### config.mk
export PLATFORM = sky130hd
export DESIGN_NAME = elementwise_mult_scheduler
export DESIGN_NICKNAME = d
export VERILOG_FILES = /design/src/rtl/elementwise_mult_scheduler.sv
export SDC_FILE = /design/constraint.sdc
export NUM_CORES = 1
export LEC_CHECK = 0
export CORE_MARGIN = 2
export CORE_UTILIZATION = 30
export DETAILED_ROUTE_END_ITERATION = 7
export DONT_BUFFER_PORTS = 1
export GPL_ROUTABILITY_DRIVEN = 0
export RECOVER_POWER = 25
export SLEW_MARGIN = 20
export SYNTH_ARGS = -nofsm -noshare
export SYNTH_HDL_FRONTEND = slang
export SYNTH_SLANG_ARGS = --single-unit
### constraint.sdc
create_clock -name clk -period 7.55 [get_ports clk]
set_clock_uncertainty 0.2 [all_clocks]
set_input_delay 1.1325 -clock clk [delete_from_list [all_inputs] [get_ports clk]]
set_output_delay 1.1325 -clock clk [all_outputs]
set_load 0.1 [all_outputs]
### src/rtl/elementwise_mult_scheduler.sv
// Shares one N x N unsigned multiplier among NUM_REQ vector requesters.
// Round-robin arbitration picks a job in IDLE, the operands are captured, one
// element per cycle is multiplied in RUN, and the product vector is held on a
// valid/ready response port in RESP together with the owner ID and cycle cost.
module elementwise_mult_scheduler #(
  parameter int unsigned N       = 8,
  parameter int unsigned LEN     = 4,
  parameter int unsigned NUM_REQ = 2,
  parameter int unsigned ID_W    = 1
) (
  input  logic                       clk,
  input  logic                       rst_n,
  input  logic [NUM_REQ-1:0]         req_valid,
  output logic [NUM_REQ-1:0]         req_ready,
  input  logic [NUM_REQ*LEN*N-1:0]   req_a,
  input  logic [NUM_REQ*LEN*N-1:0]   req_b,
  output logic                       resp_valid,
  input  logic                       resp_ready,
  output logic [ID_W-1:0]            resp_id,
  output logic [LEN*2*N-1:0]         resp_result,
  output logic                       busy,
  output logic [7:0]                 cycle_count
);

  localparam int unsigned PW    = 2 * N;
  localparam int unsigned LW    = LEN * N;
  localparam int unsigned RW    = LEN * PW;
  localparam int unsigned RR_W  = (NUM_REQ > 1) ? $clog2(NUM_REQ) : 1;
  localparam int unsigned IDX_W = (LEN > 1) ? $clog2(LEN) : 1;
  localparam int unsigned CW    = 8;

  typedef enum logic [1:0] {
    S_IDLE = 2'd0,
    S_RUN  = 2'd1,
    S_RESP = 2'd2
  } state_t;

  state_t            r_state;
  state_t            w_next;
  logic [RR_W-1:0]   r_rr;
  logic [ID_W-1:0]   r_id;
  logic [LW-1:0]     r_a;
  logic [LW-1:0]     r_b;
  logic [IDX_W-1:0]  r_idx;
  logic [CW-1:0]     r_cnt;
  logic [RW-1:0]     r_res;

  logic [LW-1:0]     w_req_a [NUM_REQ];
  logic [LW-1:0]     w_req_b [NUM_REQ];
  logic [N-1:0]      w_ea    [LEN];
  logic [N-1:0]      w_eb    [LEN];
  logic [PW-1:0]     w_prod;
  logic [RW-1:0]     w_res_next;
  logic              w_found;
  logic [RR_W-1:0]   w_grant;
  logic [RR_W-1:0]   w_cand;
  logic [RR_W-1:0]   w_rr_next;
  logic [NUM_REQ-1:0] w_ready;
  logic              w_accept;
  int                w_sum;
  int                w_inc;

  // Split the flat request buses into one operand vector per requester
  for (genvar g = 0; g < NUM_REQ; g++) begin : g_req
    assign w_req_a[g] = req_a[g*LW +: LW];
    assign w_req_b[g] = req_b[g*LW +: LW];
  end

  // Split the captured operands into elements and build the next result vector
  for (genvar k = 0; k < LEN; k++) begin : g_elem
    assign w_ea[k] = r_a[k*N +: N];
    assign w_eb[k] = r_b[k*N +: N];
    assign w_res_next[k*PW +: PW] = (r_idx == IDX_W'(k)) ? w_prod : r_res[k*PW +: PW];
  end

  assign w_prod = PW'(w_ea[r_idx]) * PW'(w_eb[r_idx]);

  // Round-robin search starting at r_rr, wrapping at NUM_REQ
  always_comb begin
    w_found = 1'b0;
    w_grant = '0;
    w_cand  = '0;
    w_sum   = 0;
    for (int off = 0; off < int'(NUM_REQ); off++) begin
      w_sum = int'(r_rr) + off;
      if (w_sum >= int'(NUM_REQ)) begin
        w_sum = w_sum - int'(NUM_REQ);
      end
      w_cand = RR_W'(w_sum);
      if (!w_found && req_valid[w_cand]) begin
        w_found = 1'b1;
        w_grant = w_cand;
      end
    end
  end

  // Pointer to the requester after the current grant
  always_comb begin
    w_inc = int'(w_grant) + 1;
    if (w_inc >= int'(NUM_REQ)) begin
      w_inc = 0;
    end
    w_rr_next = RR_W'(w_inc);
  end

  // One-hot ready toward the granted requester, only while idle
  always_comb begin
    w_ready = '0;
    if (w_accept) begin
      w_ready[w_grant] = 1'b1;
    end
  end

  assign w_accept = (r_state == S_IDLE) && w_found;

  // State register
  always_ff @(posedge clk or negedge rst_n) begin
    if (!rst_n) begin
      r_state <= S_IDLE;
    end else begin
      r_state <= w_next;
    end
  end

  // Next-state logic
  always_comb begin
    w_next = r_state;
    case (r_state)
      S_IDLE: if (w_found) w_next = S_RUN;
      S_RUN:  if (r_idx == IDX_W'(LEN - 1)) w_next = S_RESP;
      S_RESP: if (resp_ready) w_next = S_IDLE;
      default: w_next = S_IDLE;
    endcase
  end

  // Job capture, element stepping and cycle accounting
  always_ff @(posedge clk or negedge rst_n) begin
    if (!rst_n) begin
      r_rr  <= '0;
      r_id  <= '0;
      r_a   <= '0;
      r_b   <= '0;
      r_idx <= '0;
      r_cnt <= '0;
      r_res <= '0;
    end else if (w_accept) begin
      r_a   <= w_req_a[w_grant];
      r_b   <= w_req_b[w_grant];
      r_id  <= ID_W'(w_grant);
      r_rr  <= w_rr_next;
      r_idx <= '0;
      r_cnt <= '0;
      r_res <= '0;
    end else if (r_state == S_RUN) begin
      r_res <= w_res_next;
      r_idx <= r_idx + IDX_W'(1);
      if (r_cnt != {CW{1'b1}}) begin
        r_cnt <= r_cnt + CW'(1);
      end
    end
  end

  assign req_ready   = w_ready;
  assign resp_valid  = (r_state == S_RESP);
  assign busy        = (r_state != S_IDLE);
  assign resp_id     = r_id;
  assign resp_result = r_res;
  assign cycle_count = r_cnt;

endmodule

==> results of run 1 <==
==> worst paths after layout <==
path,cells after the start,to,start
worst max-delay path,15,resp_result[31],r_idx[0]
worst min-delay path,0,r_b[0],rst_n
worst max register to register,15,resp_result[31],r_idx[0]
worst min register to register,2,r_b[4],r_b[4]
max in group asynchronous,0,r_state[1],rst_n
min in group clk,2,r_b[4],r_b[4]
==> cells in the mapped netlist (5+ instances only) <==
cell,number,share of area
fa_1,36,0.083
clkbuf_8,5,0.0079
clkbuf_1,20,0.0086
nand3_1,17,0.0098
and3_1,6,0.0043
and2_1,52,0.037
a221oi_1,5,0.0050
ha_1,41,0.059
nand4_1,6,0.0043
nor2_1,23,0.0099
o21ai_0,25,0.014
buf_2,16,0.0092
dfrtp_1,142,0.41
a211oi_1,8,0.0069
nand2_1,85,0.037
xnor2_1,7,0.0071
inv_1,119,0.051
a21o_1,6,0.0052
a211oi_2,5,0.0072
a222oi_1,64,0.074
a21oi_1,29,0.017
mux4_2,16,0.042
nor3_1,24,0.014
a22o_1,15,0.015
==> stage by stage <==
step / setup WS, ns / hold WS, ns / cell area (sq um)
final: 1.46 / 0.202 / 9580
after global routing: 1.11 / 0.181 / 9580
after CTS: 1.40 / 0.183 / 9580
after detailed placement: 1.42 / 0.283 / 8960
after global placement: 1.50 / 0.284 / 8960
after floorplan: 2.10 / 0.254 / 8680
==> sequential cells by signal (all words and copies together), names as in the netlist <==
signal,count
cycle_count,8
r_a,32
r_b,32
r_idx,2
r_rr,1
r_state,2
resp_id,1
resp_result,64
==> per-layer routing <==
metal  part of all wire  vias up  routed length [um]
met2               0.49      252               12100
met5                  0        -                   0
met1               0.43     3190               10600
met3              0.065       26                1610
li1                   -     2929                   -
met4              0.017        0                 430
==> final cells by class <==
| class | count | share of cell area |
|---|---|---|
| multi-input cells | 523 | 0.460 |
| flip-flops and latches | 142 | 0.371 |
| well taps | 384 | 0.0502 |
| inverters | 119 | 0.0466 |
| clock buffers | 18 | 0.0459 |
| clock inverters | 14 | 0.0180 |
| repair buffers | 8 | 0.00836 |
==> cells by family (layout without fill, tap and decap cells) <==
logic type / after synthesis / count (layout) / synth area share
compound gates: 182 / 182 / 0.170
xor+xnor: 10 / 10 / 0.0110
fa+ha+maj: 77 / 77 / 0.142
buf+inv: 168 / 159 / 0.0870
flops: 142 / 142 / 0.409
mux: 20 / 20 / 0.0463
simple gates: 234 / 234 / 0.134
==> placed cells by master, fill, tap and decap left out, types with 7 or more instances in the layout <==
cell type	instances
a21oi_1	29
a211oi_1	7
buf_4	7
a22o_1	15
a222oi_1	64
nor3_1	24
o21ai_0	24
nand3_1	17
clkbuf_16	17
xnor2_1	7
dfrtp_1	142
fa_1	36
nor2_1	22
ha_1	41
inv_1	119
and2_1	52
nand2_1	85
mux4_2	16
==> critical path, cell delays in order (launching register included) <==
cell      delay [ns]
dfrtp_1         0.69
buf_4           0.33
mux4_2          0.61
and2_1          0.19
fa_1            0.50
fa_1            0.52
fa_1            0.55
inv_1           0.05
fa_1            0.52
inv_1           0.04
ha_1            0.54
nand3_1         0.20
or3_4           0.39
a211oi_4        0.33
or2_4           0.22
a211oi_2        0.07
==> impl_metrics.env, run 1 <==
export IMPL_drt_total_wl_um=24700
export IMPL_start_util=0.303
export IMPL_grt_met3_usage=0.0378
export IMPL_yosys_warnings=0
export IMPL_antenna_found_initial=0
export IMPL_final_nets=1021
export IMPL_die_h_um=174
export IMPL_cts_tree="done"
export IMPL_ant_nets=0
export IMPL_first_pass_iters=8
export IMPL_n_antenna_cell=0
export IMPL_fp_dieW_um=174
export IMPL_path_max_fanout=15
export IMPL_grt_pass1_wl_um=39100
export IMPL_outcome="finished, final reports clean"
export IMPL_critPathCaptureType="flop"
export IMPL_maxCapViolCount=0
export IMPL_setup_viol=0
export IMPL_wl_per_cell_um=20.4
export IMPL_grt_pass1_vias=6645
export IMPL_syn_area_sq_um=8680
export IMPL_hpwl_um=18000
export IMPL_clockRootBuffer="clkbuf_16"
export IMPL_path_class="reg -> reg"
export IMPL_synth_flop_cell="dfrtp_1"
export IMPL_busiest_layer="met2"
export IMPL_cts_max_level=4
export IMPL_io_buffers=0
export IMPL_final_max_slew_violation_count=0
export IMPL_synth_cell_types=61
export IMPL_drc=0
export IMPL_first_iter_violations=683
export IMPL_fmax_ghz=0.164
export IMPL_async_flop_share=1.00
export IMPL_synth_nets=1043
export IMPL_vias=6397
export IMPL_syn_to_final_growth_pct=10.3
export IMPL_final_util=0.335
export IMPL_postCtsSetupBuffers=0
export IMPL_syn_instance_count=833
export IMPL_tns_ns=0
export IMPL_regArea_sq_um=3550
export IMPL_avgSynthCellArea_sq_um=10.4
export IMPL_crit_required_ns=7.65
export IMPL_grt_start_max_net_pins=143
export IMPL_post_cts_resized=0
export IMPL_ys_seq_elements=142
export IMPL_top_level_ports=210
export IMPL_reg2reg_slack_ns=1.46
export IMPL_yosysSeqAreaShare=0.409
export IMPL_use_met1=0.216
export IMPL_rsz0062_at_grt="false"
export IMPL_fillers=2905
export IMPL_clock_sinks=142
export IMPL_cts_buffers=17
export IMPL_slew_headroom=0.304
export IMPL_numPlacedInstances=1176
export IMPL_tightest_slew_ns=1.04
export IMPL_clock_path_buffers=2
export IMPL_ctsHoldBuffers=0
export IMPL_vias_per_cell=5.30
export IMPL_hold_viol_final=0
export IMPL_fin_crit_ns=6.09
export IMPL_grt_ovfl_total=0
export IMPL_rows=62
export IMPL_timing_final_crit_share=0.807
export IMPL_insertion_delay_ns=0.43
export IMPL_multi_input_area_sq_um=4400
export IMPL_grt_use_met2=0.278
export IMPL_coreArea_sq_um=28600
export IMPL_layout_drive_gt1_share=0.0947
export IMPL_grt_total_usage=0.167
export IMPL_instances_no_fill=1208
export IMPL_worstPathArrival_ns=6.19
export IMPL_die_area_sq_um=30300
export IMPL_holdCritPathClass="in -> async"
export IMPL_synth_edff_count=0
export IMPL_cp_start_kind="flop"
export IMPL_clkTransAtPathRegs_ns=0.08
Power of run 1 is left out: the tool's default activity adds up to more than one toggle a clock period on the data nets, which glitch-free logic cannot reach.
==> run 2, diff against run 1 <==
==> constraint.sdc (replaced) <==
create_clock -name clk -period 5.9 [get_ports clk]
set_clock_uncertainty 0.2 [all_clocks]
set_input_delay 0.885 -clock clk [delete_from_list [all_inputs] [get_ports clk]]
set_output_delay 0.885 -clock clk [all_outputs]
set_load 0.1 [all_outputs]
==> run 2 against run 1 <==
Compared with the run above:
- maximum frequency increased by 11%
- worst setup slack worse by 1.1 ns
- the run now ends with DRC, capacitance limit, slew limit left
- non-clock buffer count increased by 5
- final area up 0.46%
- utilization up 0.15 points
- global-route usage about the same
- wire length increased by 0.49%
- sequential cell count stayed put
- worst hold slack improved by 0.091 ns
==> impl_metrics.env, run 2 (synthesized netlist as in run 1, its figures left out) <==
export IMPL_cp_start_kind="flop"
export IMPL_rr_endpoint="resp_result[47]"
export IMPL_maxCapViolCount=1
export IMPL_rr_worst_depth=15
export IMPL_ant_nets=0
export IMPL_io_buffers=0
export IMPL_critPathCaptureType="flop"
export IMPL_final_util=0.336
export IMPL_drc=9
export IMPL_cts_buffers=17
export IMPL_tns_ns=0
export IMPL_wl_per_cell_um=20.4
export IMPL_timing_rr_start="r_idx[0]"
export IMPL_fp_dieW_um=174
export IMPL_clkTransAtPathRegs_ns=0.07
export IMPL_final_max_slew_violation_count=143
export IMPL_fin_ws_ns=0.399
export IMPL_n_antenna_cell=0
export IMPL_clockRootBuffer="clkbuf_16"
export IMPL_rsz0062_at_grt="false"
export IMPL_syn_to_final_growth_pct=10.8
export IMPL_timing_final_crit_share=0.932
export IMPL_clock_sinks=142
export IMPL_worstPathArrival_ns=5.61
export IMPL_outcome="finished, violations left"
export IMPL_grt_pass1_wl_um=39100
export IMPL_vias_per_cell=5.30
export IMPL_insertion_delay_ns=0.44
export IMPL_hold_viol_final=0
export IMPL_grt_total_usage=0.167
export IMPL_start_util=0.303
export IMPL_fillers=2885
export IMPL_rows=62
export IMPL_fin_crit_ns=5.50
export IMPL_coreArea_sq_um=28600
export IMPL_final_cell_mix="dfrtp_1, inv_1, nand2_1"
export IMPL_fmax_ghz=0.182
export IMPL_holdPathStages=2
export IMPL_clock_path_buffers=2
export IMPL_setup_viol=0
export IMPL_path_max_fanout=10
export IMPL_min_to="r_b[4]"
export IMPL_layout_drive_gt1_share=0.100
export IMPL_drt_total_wl_um=24800
export IMPL_antenna_found_initial=0
export IMPL_violations="DRC, capacitance limit, slew limit"
export IMPL_grt_start_max_net_pins=143
export IMPL_preCtsSetupSlack_ns=0.404
export IMPL_slew_headroom=-1.40
export IMPL_final_nets=1026
export IMPL_cts_tree="done"
export IMPL_largest_reg_flops=64
export IMPL_hp_start="r_b[4]"
export IMPL_die_area_sq_um=30300
export IMPL_tightest_slew_ns=3.60
export IMPL_grt_pass1_vias=6530
export IMPL_mostFrequentLayoutCell="dfrtp_1"
export IMPL_cts_max_level=4
export IMPL_first_pass_iters=8
export IMPL_path_class="reg -> reg"
export IMPL_vias=6423
export IMPL_reg2reg_slack_ns=0.40
export IMPL_die_h_um=174
export IMPL_grt_ovfl_total=0
export IMPL_hpwl_um=18000
export IMPL_top_level_ports=210
export IMPL_holdCritPathClass="reg -> reg"
export IMPL_crit_required_ns=6.01
export IMPL_postCtsSetupBuffers=0
export IMPL_first_iter_violations=841
## run 2: how the worst max path moves through the flow
stage / from / to / slack [ns] / cells past startpoint
floorplan: r_idx[0] / resp_result[15] / 0.45 / 16
global placement: r_idx[0] / resp_result[47] / 0.48 / 15
detailed placement: r_idx[0] / resp_result[47] / 0.40 / 15
CTS: r_idx[0] / resp_result[47] / 0.36 / 15
global route: r_idx[0] / resp_result[13] / 0.08 / 15
finish: r_idx[0] / resp_result[47] / 0.40 / 15
## run 2: critical path, cell delays in order (launching register included)
cell and delay, ns:
dfrtp_1 0.35, buf_4 0.21, mux4_2 0.62, and2_1 0.22, fa_1 0.51, fa_1 0.53
fa_1 0.55, inv_1 0.05, fa_1 0.52, inv_1 0.04, ha_1 0.38, inv_1 0.12
o31a_2 0.39, a211oi_4 0.37, or2_4 0.23, a211oi_2 0.07
## run 2: final cells by class
type | instances | area, sq um | area share
clock buffer | 17 | 425 | 0.0442
clock inverter | 15 | 195 | 0.0203
tap | 384 | 480 | 0.0499
timing repair buffer | 13 | 115 | 0.0120
multi-input combinational | 523 | 4400 | 0.458
inverter | 119 | 447 | 0.0464
sequential | 142 | 3550 | 0.369
## run 2: stage by stage
step / hold WS [ns] / cell area [sq um] / std cells
floorplan: 0.254 / 8680 / 833
global route: 0.304 / 9620 / 1213
global placement: 0.274 / 8990 / 1180
finish: 0.294 / 9620 / 1213
detailed placement: 0.277 / 8990 / 1180
CTS: 0.283 / 9640 / 1213
## run 2: repair_timing
item,4_1_cts,5_1_grt
hold buffers,1,0
gates resized for setup,0,0
endpoints found under the hold margin,142,0
## run 2: metal layers
layer / wire, um / vias up / track usage
li1: - / 2956 / -
met1: 10600 / 3156 / 0.217
met2: 11700 / 284 / 0.272
met3: 2030 / 27 / 0.0507
met4: 465 / 0 / 0.0438
met5: 0 / - / 0
Power of run 2 is left out for the same reason.
==> run 3, diff against run 2 <==
--- a/config.mk
+++ b/config.mk
@@ -11,6 +11,7 @@
 export DONT_BUFFER_PORTS = 1
 export GPL_ROUTABILITY_DRIVEN = 0
 export RECOVER_POWER = 25
+export SKIP_LAST_GASP = 1
 export SLEW_MARGIN = 20
 export SYNTH_ARGS = -nofsm -noshare
 export SYNTH_HDL_FRONTEND = slang
==> results of run 3 <==
Same layout as run 2: the final DEF is identical, and so are final timing and power.
Power of run 3 is left out for the same reason.
